**config.mk**
```make
export PLATFORM = sky130hd
export DESIGN_NAME = fifo_stream_reader
export DESIGN_NICKNAME = d
export VERILOG_FILES = /design/src/rtl/stream_resize_pkg.sv /design/src/rtl/stream_word_serializer.sv /design/src/rtl/fifo_stream_reader.sv
export SDC_FILE = /design/constraint.sdc
export NUM_CORES = 1
export LEC_CHECK = 0
export ABC_CLOCK_PERIOD_IN_PS = 4800
export CORE_UTILIZATION = 60
export CTS_CLUSTER_SIZE = 20
export DETAILED_ROUTE_END_ITERATION = 16
export GPL_TIMING_DRIVEN = 0
export PLACE_DENSITY = 0.88
export SYNTH_ARGS = -nofsm -noshare
export SYNTH_HDL_FRONTEND = slang
export SYNTH_SLANG_ARGS = --single-unit
```
**constraint.sdc**
```tcl
create_clock -name clk -period 4.8 [get_ports clk]
set_clock_uncertainty 0.05 [all_clocks]
set_input_delay 0.96 -clock clk [delete_from_list [all_inputs] [get_ports clk]]
set_output_delay 0.96 -clock clk [all_outputs]
set_load 0.01 [all_outputs]
```
**src/rtl/stream_resize_pkg.sv**
```systemverilog
// Shared helpers for the stream_resize FIFO read path.
package stream_resize_pkg;

   // Number of narrow slices carried by one wide word.
   function automatic int slice_count(input int in_w, input int out_w);
      return (out_w > 0) ? (in_w / out_w) : 0;
   endfunction

   // Where the shifter takes its next word from.
   typedef enum logic [1:0] {
      LD_NONE   = 2'd0,
      LD_PF     = 2'd1,
      LD_BYPASS = 2'd2
   } load_src_e;

endpackage

```
**src/rtl/stream_word_serializer.sv**
```systemverilog
// Holds one wide word and emits it LSB slice first on a valid/ready stream.
module stream_word_serializer
   import stream_resize_pkg::*;
#(
   parameter int OUT_WIDTH = 8,
   parameter int RATIO     = 4,
   parameter int CNT_WIDTH = $clog2(RATIO) + 1
) (
   input  logic                            clk,
   input  logic                            rst,
   input  logic                            load,
   input  logic [RATIO-1:0][OUT_WIDTH-1:0] load_data,
   output logic                            load_ready,
   output logic [OUT_WIDTH-1:0]            m_data,
   output logic                            m_valid,
   input  logic                            m_ready,
   output logic                            m_last
);

   logic [RATIO-1:0][OUT_WIDTH-1:0] sh_q;
   logic [CNT_WIDTH-1:0]            cnt;
   logic                            sh_valid;
   logic                            last_beat;
   logic                            xfer;
   logic [OUT_WIDTH-1:0]            slice;

   assign last_beat  = (cnt == CNT_WIDTH'(RATIO - 1));
   assign xfer       = sh_valid & m_ready;
   // Free either when idle or when the final slice leaves this cycle.
   assign load_ready = !sh_valid | (xfer & last_beat);

   always_ff @(posedge clk) begin
      if (rst) begin
         sh_q     <= '0;
         cnt      <= '0;
         sh_valid <= 1'b0;
      end else if (load) begin
         sh_q     <= load_data;
         cnt      <= '0;
         sh_valid <= 1'b1;
      end else if (xfer) begin
         if (last_beat) begin
            cnt      <= '0;
            sh_valid <= 1'b0;
         end else begin
            cnt <= cnt + 1'b1;
         end
      end
   end

   always_comb begin
      slice = '0;
      for (int i = 0; i < RATIO; i++) begin
         if (cnt == CNT_WIDTH'(i)) slice = sh_q[i];
      end
   end

   assign m_valid = sh_valid;
   assign m_data  = sh_valid ? slice : '0;
   assign m_last  = sh_valid & last_beat;

endmodule

```
**src/rtl/fifo_stream_reader.sv**
```systemverilog
// Drains wide words from a registered-output FIFO and serialises them into narrow beats.
module fifo_stream_reader
   import stream_resize_pkg::*;
#(
   parameter int IN_WIDTH  = 32,
   parameter int OUT_WIDTH = 8
) (
   input  logic                 clk,
   input  logic                 rst,
   input  logic [IN_WIDTH-1:0]  fifo_data,
   input  logic                 fifo_empty,
   output logic                 fifo_pop,
   output logic [OUT_WIDTH-1:0] m_data,
   output logic                 m_valid,
   input  logic                 m_ready,
   output logic                 m_last
);

   localparam int RATIO     = slice_count(IN_WIDTH, OUT_WIDTH);
   localparam int CNT_WIDTH = $clog2(RATIO) + 1;

   if (((IN_WIDTH % OUT_WIDTH) != 0) || (RATIO < 1)) begin : g_width_check
      $error("fifo_stream_reader: IN_WIDTH must be a non-zero multiple of OUT_WIDTH");
   end

   logic                inflight;
   logic                pf_valid;
   logic [IN_WIDTH-1:0] pf_q;
   logic                sh_ready;
   logic                sh_load;
   logic [IN_WIDTH-1:0] sh_load_data;
   logic                pf_fill;
   load_src_e           load_src;

   // One pop outstanding at most, and none while a word is parked in pf.
   assign fifo_pop = !rst & !fifo_empty & !inflight & !pf_valid;

   always_comb begin
      load_src = LD_NONE;
      if (sh_ready) begin
         if (pf_valid)      load_src = LD_PF;
         else if (inflight) load_src = LD_BYPASS;
      end
   end

   assign sh_load      = (load_src != LD_NONE);
   assign sh_load_data = (load_src == LD_PF) ? pf_q : fifo_data;
   // fifo_data is only meaningful while inflight; park it if the shifter can't take it.
   assign pf_fill      = inflight & (load_src != LD_BYPASS);

   always_ff @(posedge clk) begin
      if (rst) begin
         inflight <= 1'b0;
         pf_valid <= 1'b0;
         pf_q     <= '0;
      end else begin
         inflight <= fifo_pop;
         if (pf_fill) begin
            pf_q     <= fifo_data;
            pf_valid <= 1'b1;
         end else if (load_src == LD_PF) begin
            pf_valid <= 1'b0;
         end
      end
   end

   stream_word_serializer #(
      .OUT_WIDTH (OUT_WIDTH),
      .RATIO     (RATIO),
      .CNT_WIDTH (CNT_WIDTH)
   ) u_ser (
      .clk        (clk),
      .rst        (rst),
      .load       (sh_load),
      .load_data  (sh_load_data),
      .load_ready (sh_ready),
      .m_data     (m_data),
      .m_valid    (m_valid),
      .m_ready    (m_ready),
      .m_last     (m_last)
   );

endmodule

```
# --- After elaboration in Yosys (flattened, before gate mapping) ---
# Index checks and enable logic that the tools add are counted.
word_totals:
  ff_bits: 70
  inputBits: 36
  wordCells: 50
op_classes:
  n_addsub: 1
  n_eq_ne: 5
  muxes: 15
  bitwise: 8
  n_reduce_logical: 12
ops:
  columns: ["op", "n"]
  rows:
  - ["two-way mux 8 bit", 5]
  - ["two-way mux 32 bit", 1]
  - ["nonzero test 2 bit", 4]
  - ["bitwise AND 1 bit", 7]
  - ["== test 3 x 2 -> 1 bit (second input constant)", 2]
  - ["two-way mux 2 bit", 3]
  - ["logical NOT 1 bit", 5]
  - ["two-way mux 1 bit", 5]
  - ["adder 3 x 1 -> 3 bit (second input constant)", 1]
  - ["== test 3 x 1 -> 1 bit (second input constant)", 1]
  - ["logical NOT 3 bit", 1]
  - ["two-way mux 3 bit", 1]
  - ["== test 2 x 1 -> 1 bit (second input constant)", 1]
  - ["inequality test 2 bit (second input constant)", 1]
  - ["AND reduction 2 bit", 1]
  - ["OR reduction 2 bit", 1]
  - ["OR 1 bit", 1]

# --- Depth between registers and ports, before layout ---
# Gate-level depths: netlist of the first run.
logic_depth:
  word_depth: 7
  depth_mapped: 6

# --- Modules after synthesis ---
# A second synthesis of the first run with hierarchy kept.
hier_totals:
  cells_unflattened: 353
  area_unflattened_um2: 3538.4
modules_own_cells:
  columns: ["module", "n_inst", "cells_each", "area_per_inst_um2", "seq_area_each_um2"]
  rows:
  - ["fifo_stream_reader", 1, 184, 1905.6, 680.7]
  - ["stream_word_serializer", 1, 169, 1632.8, 720.7]

# --- Least setup slack after synthesis of the first run ---
# Ideal clock, no wire load.
synth_timing:
  path_kind: "input-to-output"
  startpoint: "input rst"
  endpoint: "output fifo_pop"
  arrival_time_ps: 1662
  path_slack_ps: 2128
  stages: 3
  cell_sequence: "buf_2 -> clkbuf_1 -> nor4_1"
synth_via:
  elab_chain_cells: 4
synth_lines:
  columns: ["item", "line", "source"]
  rows:
  - ["start: declaration", "fifo_stream_reader.sv:9", "input logic rst,"]
  - ["logical NOT 1 bit", "fifo_stream_reader.sv:36", "assign fifo_pop = !rst & !fifo_empty & !inflight & !pf_valid;"]
  - ["bitwise AND 1 bit (3 in series)", "fifo_stream_reader.sv:36", null]
  - ["end: declaration", "fifo_stream_reader.sv:12", "output logic fifo_pop,"]
# Every way passes these cells.

# --- Final worst setup path of the first run ---
layout_timing:
  startpoint: "register u_ser.cnt[0]"
  endpoint: "output m_data[2]"
layout_via:
  elab_chain_cells: 6
  word_cells_on_any_way: 9
layout_lines:
  columns: ["item", "line", "source"]
  rows:
  - ["start: declaration", "stream_word_serializer.sv:21", "logic [CNT_WIDTH-1:0] cnt;"]
  - ["start signal: assignment", "stream_word_serializer.sv:46", "cnt <= cnt + 1'b1;"]
  - ["logical NOT 3 bit", "stream_word_serializer.sv:54", "if (cnt == CNT_WIDTH'(i)) slice = sh_q[i];"]
  - ["two-way mux 8 bit (3 in series)", "stream_word_serializer.sv:54", null]
  - ["two-way mux 8 bit (*)", "stream_word_serializer.sv:54", null]
  - ["two-way mux 8 bit (*)", "stream_word_serializer.sv:59", "assign m_data = sh_valid ? slice : '0;"]
  - ["end: declaration", "fifo_stream_reader.sv:13", "output logic [OUT_WIDTH-1:0] m_data,"]
# Mark *: on every way between the ends. The rest lies on a longest branch, timed or not.

==> flow_summary_export.csv, run 1 <==
group,metric,value,unit
pwr,ir_worst_vdd,0.1980,mV
setup_path,startpoint_type,"flip-flop",
routing,drtPass1Iterations,5,
routing,routed_wl,10800,µm
grt,grt_use_total,35.72,%
cts,cts_root_buf,"clkbuf_8",
timing,worst_slew_pin_slew,803.8,ps
die,die_x,80.00,µm
timing,tns,0,ps
worst_hold_path,min_path_type,"flip-flop to flip-flop",
setup_path,worst_ep_arrival_time,2830,ps
cts,clk_path_buf_depth,2,
status,run_status,"finished clean",
routing,routedLengthMet1,4491,µm
grt,grt_pass1_wl,17400,µm
yosys,synthCells,443,
yosys,synth_edf_count,0,
grt,first_global_vias,3578,
yosys,async_reset_ff_share,0,%
setup_path,worstReg2RegStart,"u_ser.cnt[1]$_SDFFE_PP0N_",
setup_path,r2r_cells,5,
layout,layout_commonest_cell,"dfxtp_1",
grt,grt_max_degree,11,
setup_path,crit_required,3790,ps
cts,postCtsSetupRepairBufs,0,
setup_path,r2r_slack,2900,ps
routing,ant_nets,0,
layout,most-common-layout-cells,"dfxtp_1, clkdlybuf4s50_1, o21ai_0",
cts,clock_latency,350,ps
routing,post-route-drc-count,0,
layout,diodes,0,
job,drv_cap,0,
setup_path,cp-end-kind,"primary output",
timing,setup_violations,0,
layout,syn2layout_area_growth,19.16,%
grt,antenna_found_initial,0,
routing,wl_met2,5053,µm
routing,drtIter0Drc,357,
timing,max_freq,0.2604,GHz
setup_path,crit_type,"flip-flop to primary output",
setup_path,critPathMaxFanout,8,
die,io-pin-count,47,
worst_hold_path,min_path_cells,2,
setup_path,critPathBufInv,1,
setup_path,slowest_stage,"nor3b_1",
routing,wire_per_inst,18.72,µm
timing,report.final.slew_viol_count,0,
placed_design,placed_cells,563,
layout,seqCellArea,1401,µm²
worst_hold_path,hp-start,"u_ser.sh_q[25]$_SDFFE_PP0P_",
setup_path,crit_top_cell,"o21ai_0",
layout,num-fill-cells,442,
yosys,synth_warnings,0,
timing,period_share,80.01,%
routing,dr_wl_met3,850,µm
layout,instances_no_fill,577,
die,initial_core_util,62.01,%
yosys,ys_seq_area_share,38.40,%
timing,period_minus_slack,3840,ps
cts,htree_levels,3,
die,die_h,80.00,µm
cts,cts-hold-fix-buffers,0,
yosys,yosysUniqueCellTypes,32,
timing,rsz0062_at_grt,"no",
cts,cts_buffers,9,
pwr,p_per_area,274.5,nW/µm²
yosys,ys.flop_type,"dfxtp_1",
routing,viasPerCell,6.619,
die,num_rows,28,
die,dieArea,6399,µm²
layout,fin_nets,539,
routing,routed.top_layer,"met4",
die,core_area,5886,µm²
yosys,syn_area_per_cell,8.239,µm²
yosys,synth.cell_area,3650,µm²
layout,final_layout_size_suffix_gt1_share,11.35,%
cts,cts_num_sinks,70,
pwr,leakagePower,1.400,nW
placed_design,io_buffers,45,
grt,grt-ovfl-total,0,
cts,path_clk_slew,70,ps
placed_design,gp_congestion,0.9773,
layout,multi_input_area,1881,µm²
cts,tritoncts,"yes",
yosys,syn_nets,483,
timing,relSlewSlack,46.30,%
timing,fin_hold_ws,413.3,ps
timing,hold_violations,0,
setup_path,cp_cell_sequence,"ha_1 -> nor3b_1 -> o21ai_0 -> o21ai_0 -> clkdlybuf4s50_1",
yosys,ys_seq_elements,70,
setup_path,critPathMaxStageDelay,700,ps
setup_path,cp_top_family,"simple AND/OR/NAND/NOR gates",
setup_path,rr_endpoint,"u_ser.sh_q[16]$_SDFFE_PP0P_",
placed_design,dp_hpwl,7719,µm
routing,vias,3819,
worst_hold_path,min_to,"u_ser.sh_q[25]$_SDFFE_PP0P_",
cts,ctsResizeCount,0,
## cell families after synthesis
| logic type | Yosys count | synth area share (%) |
|---|---|---|
| adders and majority gates | 4 | 1.371 |
| buffers and inverters | 85 | 10.08 |
| and+or+nand+nor | 91 | 13.58 |
| AOI/OAI and AO/OA | 181 | 32.88 |
| muxes | 12 | 3.702 |
| DFF | 70 | 38.40 |
## layout make-up
cell class,instances,share of cell area (%)
Multi-Input combinational cell,288,43.24
Sequential cell,70,32.22
Timing Repair Buffer,45,10.36
Buffer,50,5.437
Clock buffer,12,3.337
Inverter,35,3.021
Tap cell,75,2.158
Clock inverter,2,0.2301
## how the worst max path moves through the flow
stage,start,to,depth (start not counted)
final,u_ser.cnt[0]$_SDFFE_PP0N_,m_data[2],5
after global routing,u_ser.cnt[0]$_SDFFE_PP0N_,m_data[6],5
after CTS,rst,fifo_pop,5
after detailed placement,rst,fifo_pop,5
after global placement,rst,fifo_pop,5
after floorplan,rst,fifo_pop,3
## cell usage after synthesis (3+ instances only)
cell | instances | area [µm²]
o211ai_1 | 20 | 150.1
o21ai_1 | 6 | 30.03
clkbuf_2 | 3 | 15.01
a211oi_1 | 34 | 255.2
buf_4 | 5 | 37.54
mux2_2 | 12 | 135.1
clkbuf_1 | 20 | 75.07
inv_1 | 35 | 131.4
a211o_1 | 20 | 175.2
dfxtp_1 | 70 | 1401
buf_2 | 21 | 105.1
nand2b_1 | 3 | 18.77
o21ai_0 | 43 | 215.2
nand2_1 | 33 | 123.9
and3b_1 | 10 | 87.58
a21oi_1 | 34 | 170.2
nand3_1 | 34 | 170.2
ha_1 | 4 | 50.05
o311ai_1 | 9 | 78.83
o311ai_0 | 11 | 96.34
## registers in the layout, summed over array words and instances, names as in the netlist
register       cells
pf_q              32
inflight           1
u_ser.m_valid      1
u_ser.sh_q        32
u_ser.cnt          3
pf_valid           1
## worst register-to-register path: cells and delay by family (launching register included)
| kind | cells | cell delay, ps |
|---|---|---|
| AOI/OAI and AO/OA | 2 | 470 |
| adders and majority gates | 1 | 360 |
| buffers and inverters | 1 | 280 |
| DFF | 1 | 390 |
| and+or+nand+nor | 1 | 200 |
## per-stage QoR
step           instance area (µm²)  utilization [%]   power, W  setup WS, ps
2_1_floorplan                 3650                -  0.0007192          2128
3_3_place_gp                  4194            71.26  0.0007834          1070
3_5_place_dp                  4194            71.26  0.0007900          1043
4_1_cts                       4349            73.89   0.001186          1047
5_1_grt                       4349            73.89   0.001231         830.7
6_report                      4349            73.89   0.001194         959.7
## where the power goes
part	leakage [nW]	switching [W]	internal [W]
Combinational	0.749	0.0000928	0.0000712
Clock	0.0821	0.000216	0.000195
Sequential	0.569	0.0000144	0.000605
Total	1.40	0.000323	0.000871
## per-layer routing
layer | global-route usage, % | vias to the layer above
met5 | 0 | -
met4 | 19.64 | 0
met3 | 8.343 | 39
met2 | 54.19 | 199
met1 | 46.53 | 1842
li1 | - | 1739
No activity file was read; power rests on OpenSTA's default activity.
==> run 2: changes to the inputs <==
--- a/config.mk
+++ b/config.mk
@@ -5,12 +5,12 @@
 export SDC_FILE = /design/constraint.sdc
 export NUM_CORES = 1
 export LEC_CHECK = 0
-export ABC_CLOCK_PERIOD_IN_PS = 4800
-export CORE_UTILIZATION = 60
+export ABC_CLOCK_PERIOD_IN_PS = 3700
+export CORE_UTILIZATION = 55
 export CTS_CLUSTER_SIZE = 20
 export DETAILED_ROUTE_END_ITERATION = 16
 export GPL_TIMING_DRIVEN = 0
-export PLACE_DENSITY = 0.88
+export PLACE_DENSITY = 0.81
 export SYNTH_ARGS = -nofsm -noshare
 export SYNTH_HDL_FRONTEND = slang
 export SYNTH_SLANG_ARGS = --single-unit
==> constraint.sdc (replaced) <==
create_clock -name clk -period 3.7 [get_ports clk]
set_clock_uncertainty 0.05 [all_clocks]
set_input_delay 0.74 -clock clk [delete_from_list [all_inputs] [get_ports clk]]
set_output_delay 0.74 -clock clk [all_outputs]
set_load 0.01 [all_outputs]
==> flow_summary_export.csv, run 2 (synthesis results as in run 1) <==
group,metric,value,unit
cts,cts-hold-fix-buffers,0,
timing,rsz0062_at_grt,"no",
placed_design,place_area,4197,µm²
cts,ctsResizeCount,0,
layout,top_regs,"pf_q: 32 flops, u_ser.sh_q: 32 flops, u_ser.cnt: 3 flops",
setup_path,crit_required,2910,ps
worst_hold_path,min_path_type,"flip-flop to flip-flop",
routing,vias,3673,
pwr,power_frac_comb,12.4,%
grt,grt_max_degree,13,
routing,drtPass1Iterations,6,
layout,most-common-layout-cells,"dfxtp_1, clkdlybuf4s50_1, o21ai_0",
pwr,ir_worst_vdd,0.2666,mV
timing,setup_violations,0,
cts,clk_path_buf_depth,2,
timing,hold_violations,0,
setup_path,critPathMaxFanout,10,
layout,layout_commonest_cell,"dfxtp_1",
routing,ant_nets,0,
cts,cts_root_buf,"clkbuf_8",
layout,syn2layout_area_growth,21.22,%
pwr,p_sw,0.0004403,W
grt,grt_use_total,31.87,%
timing,period_share,90.85,%
grt,first_global_vias,3563,
die,core_area,6386,µm²
grt,antenna_found_initial,0,
layout,diodes,0,
pwr,pwr-share-seq,46.9,%
pwr,p_per_area,387.2,nW/µm²
grt,grt_pass1_wl,17670,µm
setup_path,crit_type,"flip-flop to primary output",
pwr,clock_power_share,40.8,%
placed_design,dp_hpwl,7490,µm
timing,tns,0,ps
cts,clock_latency,350,ps
die,die_x,83.46,µm
layout,seqCellArea,1401,µm²
setup_path,cp-end-kind,"primary output",
pwr,leakagePower,1.431,nW
grt,grt-ovfl-total,0,
cts,tritoncts,"yes",
pwr,p_int,0.001273,W
cts,htree_levels,3,
layout,multi_input_area,1886,µm²
layout,final_layout_size_suffix_gt1_share,12.30,%
timing,report.final.slew_viol_count,0,
timing,relSlewSlack,63.96,%
timing,period_minus_slack,3362,ps
routing,viasPerCell,6.322,
cts,cts_buffers,9,
setup_path,critPathMaxStageDelay,510,ps
placed_design,gp_congestion,0.9859,
die,die_h,83.46,µm
setup_path,slowest_stage,"clkdlybuf4s50_1",
placed_design,io_buffers,45,
die,dieArea,6966,µm²
die,io-pin-count,47,
routing,post-route-drc-count,0,
pwr,switching_share,25.70,%
setup_path,cp_cell_sequence,"inv_1 -> ha_1 -> clkbuf_1 -> and3b_1 -> a211oi_1 -> o21ai_0 -> clkdlybuf4s50_1",
cts,postCtsSetupRepairBufs,0,
setup_path,startpoint_type,"flip-flop",
die,num_rows,29,
routing,wire_per_inst,18.32,µm
layout,fin_nets,539,
layout,num-fill-cells,523,
timing,worst_slew_pin_slew,540.5,ps
timing,max_freq,0.2975,GHz
cts,cts_num_sinks,70,
layout,fin_area,4424,µm²
die,initial_core_util,57.15,%
cts,path_clk_slew,80,ps
status,run_status,"finished clean",
routing,drtIter0Drc,371,
routing,routed_wl,10650,µm
job,drv_cap,0,
setup_path,worst_ep_arrival_time,2570,ps
[run 2: cell types whose count changed in the layout (fill, tap and decap cells not counted)]
cell and delta:
nor3b_2 +1, clkinvlp_4 +2, nor3b_1 -1, bufinv_16 +2, clkbuf_1 -2
[run 2: layer usage]
layer  share of wire, %  routed length (µm)  up-vias  global-route usage [%]
li1                   -                   -     1748                       -
met1                 44                4693     1709                   43.41
met2                 45                4807      179                   48.88
met3                7.8                 827       37                   6.034
met4                3.0                 316        0                   15.10
met5                  0                   0        -                       0
[run 2: metrics by stage]
step	util, %	std cells	total power, W	setup slack [ps]	hold WS, ps
after floorplan	-	443	0.0009330	1444	379.5
after global placement	65.71	565	0.001018	387.8	397.0
after detailed placement	65.71	565	0.001023	372.3	396.8
after CTS	69.20	581	0.001709	184.9	412.2
after global routing	69.28	581	0.001767	189.7	441.3
final	69.28	581	0.001713	338.4	414.7
[run 2: critical path, delay by kind of cell (launching register included)]
kind / cells / cell delay (ps)
compound gates: 2 / 470
buf+inv: 3 / 940
simple gates: 1 / 230
fa+ha+maj: 1 / 250
flops: 1 / 340
[run 2: path summary, 6_finish.rpt]
kind | from | to | slack [ps] | depth (start not counted)
max | u_ser.cnt[1]$_SDFFE_PP0N_ | m_data[6] | 340 | 7
min reg2reg | u_ser.sh_q[31]$_SDFFE_PP0P_ | u_ser.sh_q[31]$_SDFFE_PP0P_ | 410 | 2
max reg2reg | u_ser.cnt[0]$_SDFFE_PP0N_ | u_ser.sh_q[11]$_SDFFE_PP0P_ | 1820 | 5
min | u_ser.sh_q[31]$_SDFFE_PP0P_ | u_ser.sh_q[31]$_SDFFE_PP0P_ | 410 | 2
[run 2: power by group through the flow]
stage / Combinational [W] / Clock [W] / Sequential, W
5_1_grt: 0.000229 / 0.000731 / 0.000806
4_1_cts: 0.000207 / 0.000700 / 0.000802
2_1_floorplan: 0.000120 / 0 / 0.000814
3_5_place_dp: 0.000204 / 0 / 0.000819
6_report: 0.000212 / 0.000698 / 0.000803
3_3_place_gp: 0.000199 / 0 / 0.000819
[run 2: layout make-up]
type                       count  share of cell area (%)
sequential                    70                   31.67
inverter                      35                   2.969
tap                           77                   2.178
timing repair buffer          45                   10.18
multi-input combinational    288                   42.62
buffer                        50                   5.345
clock inverter                 6                   1.923
clock buffer                  10                   3.111
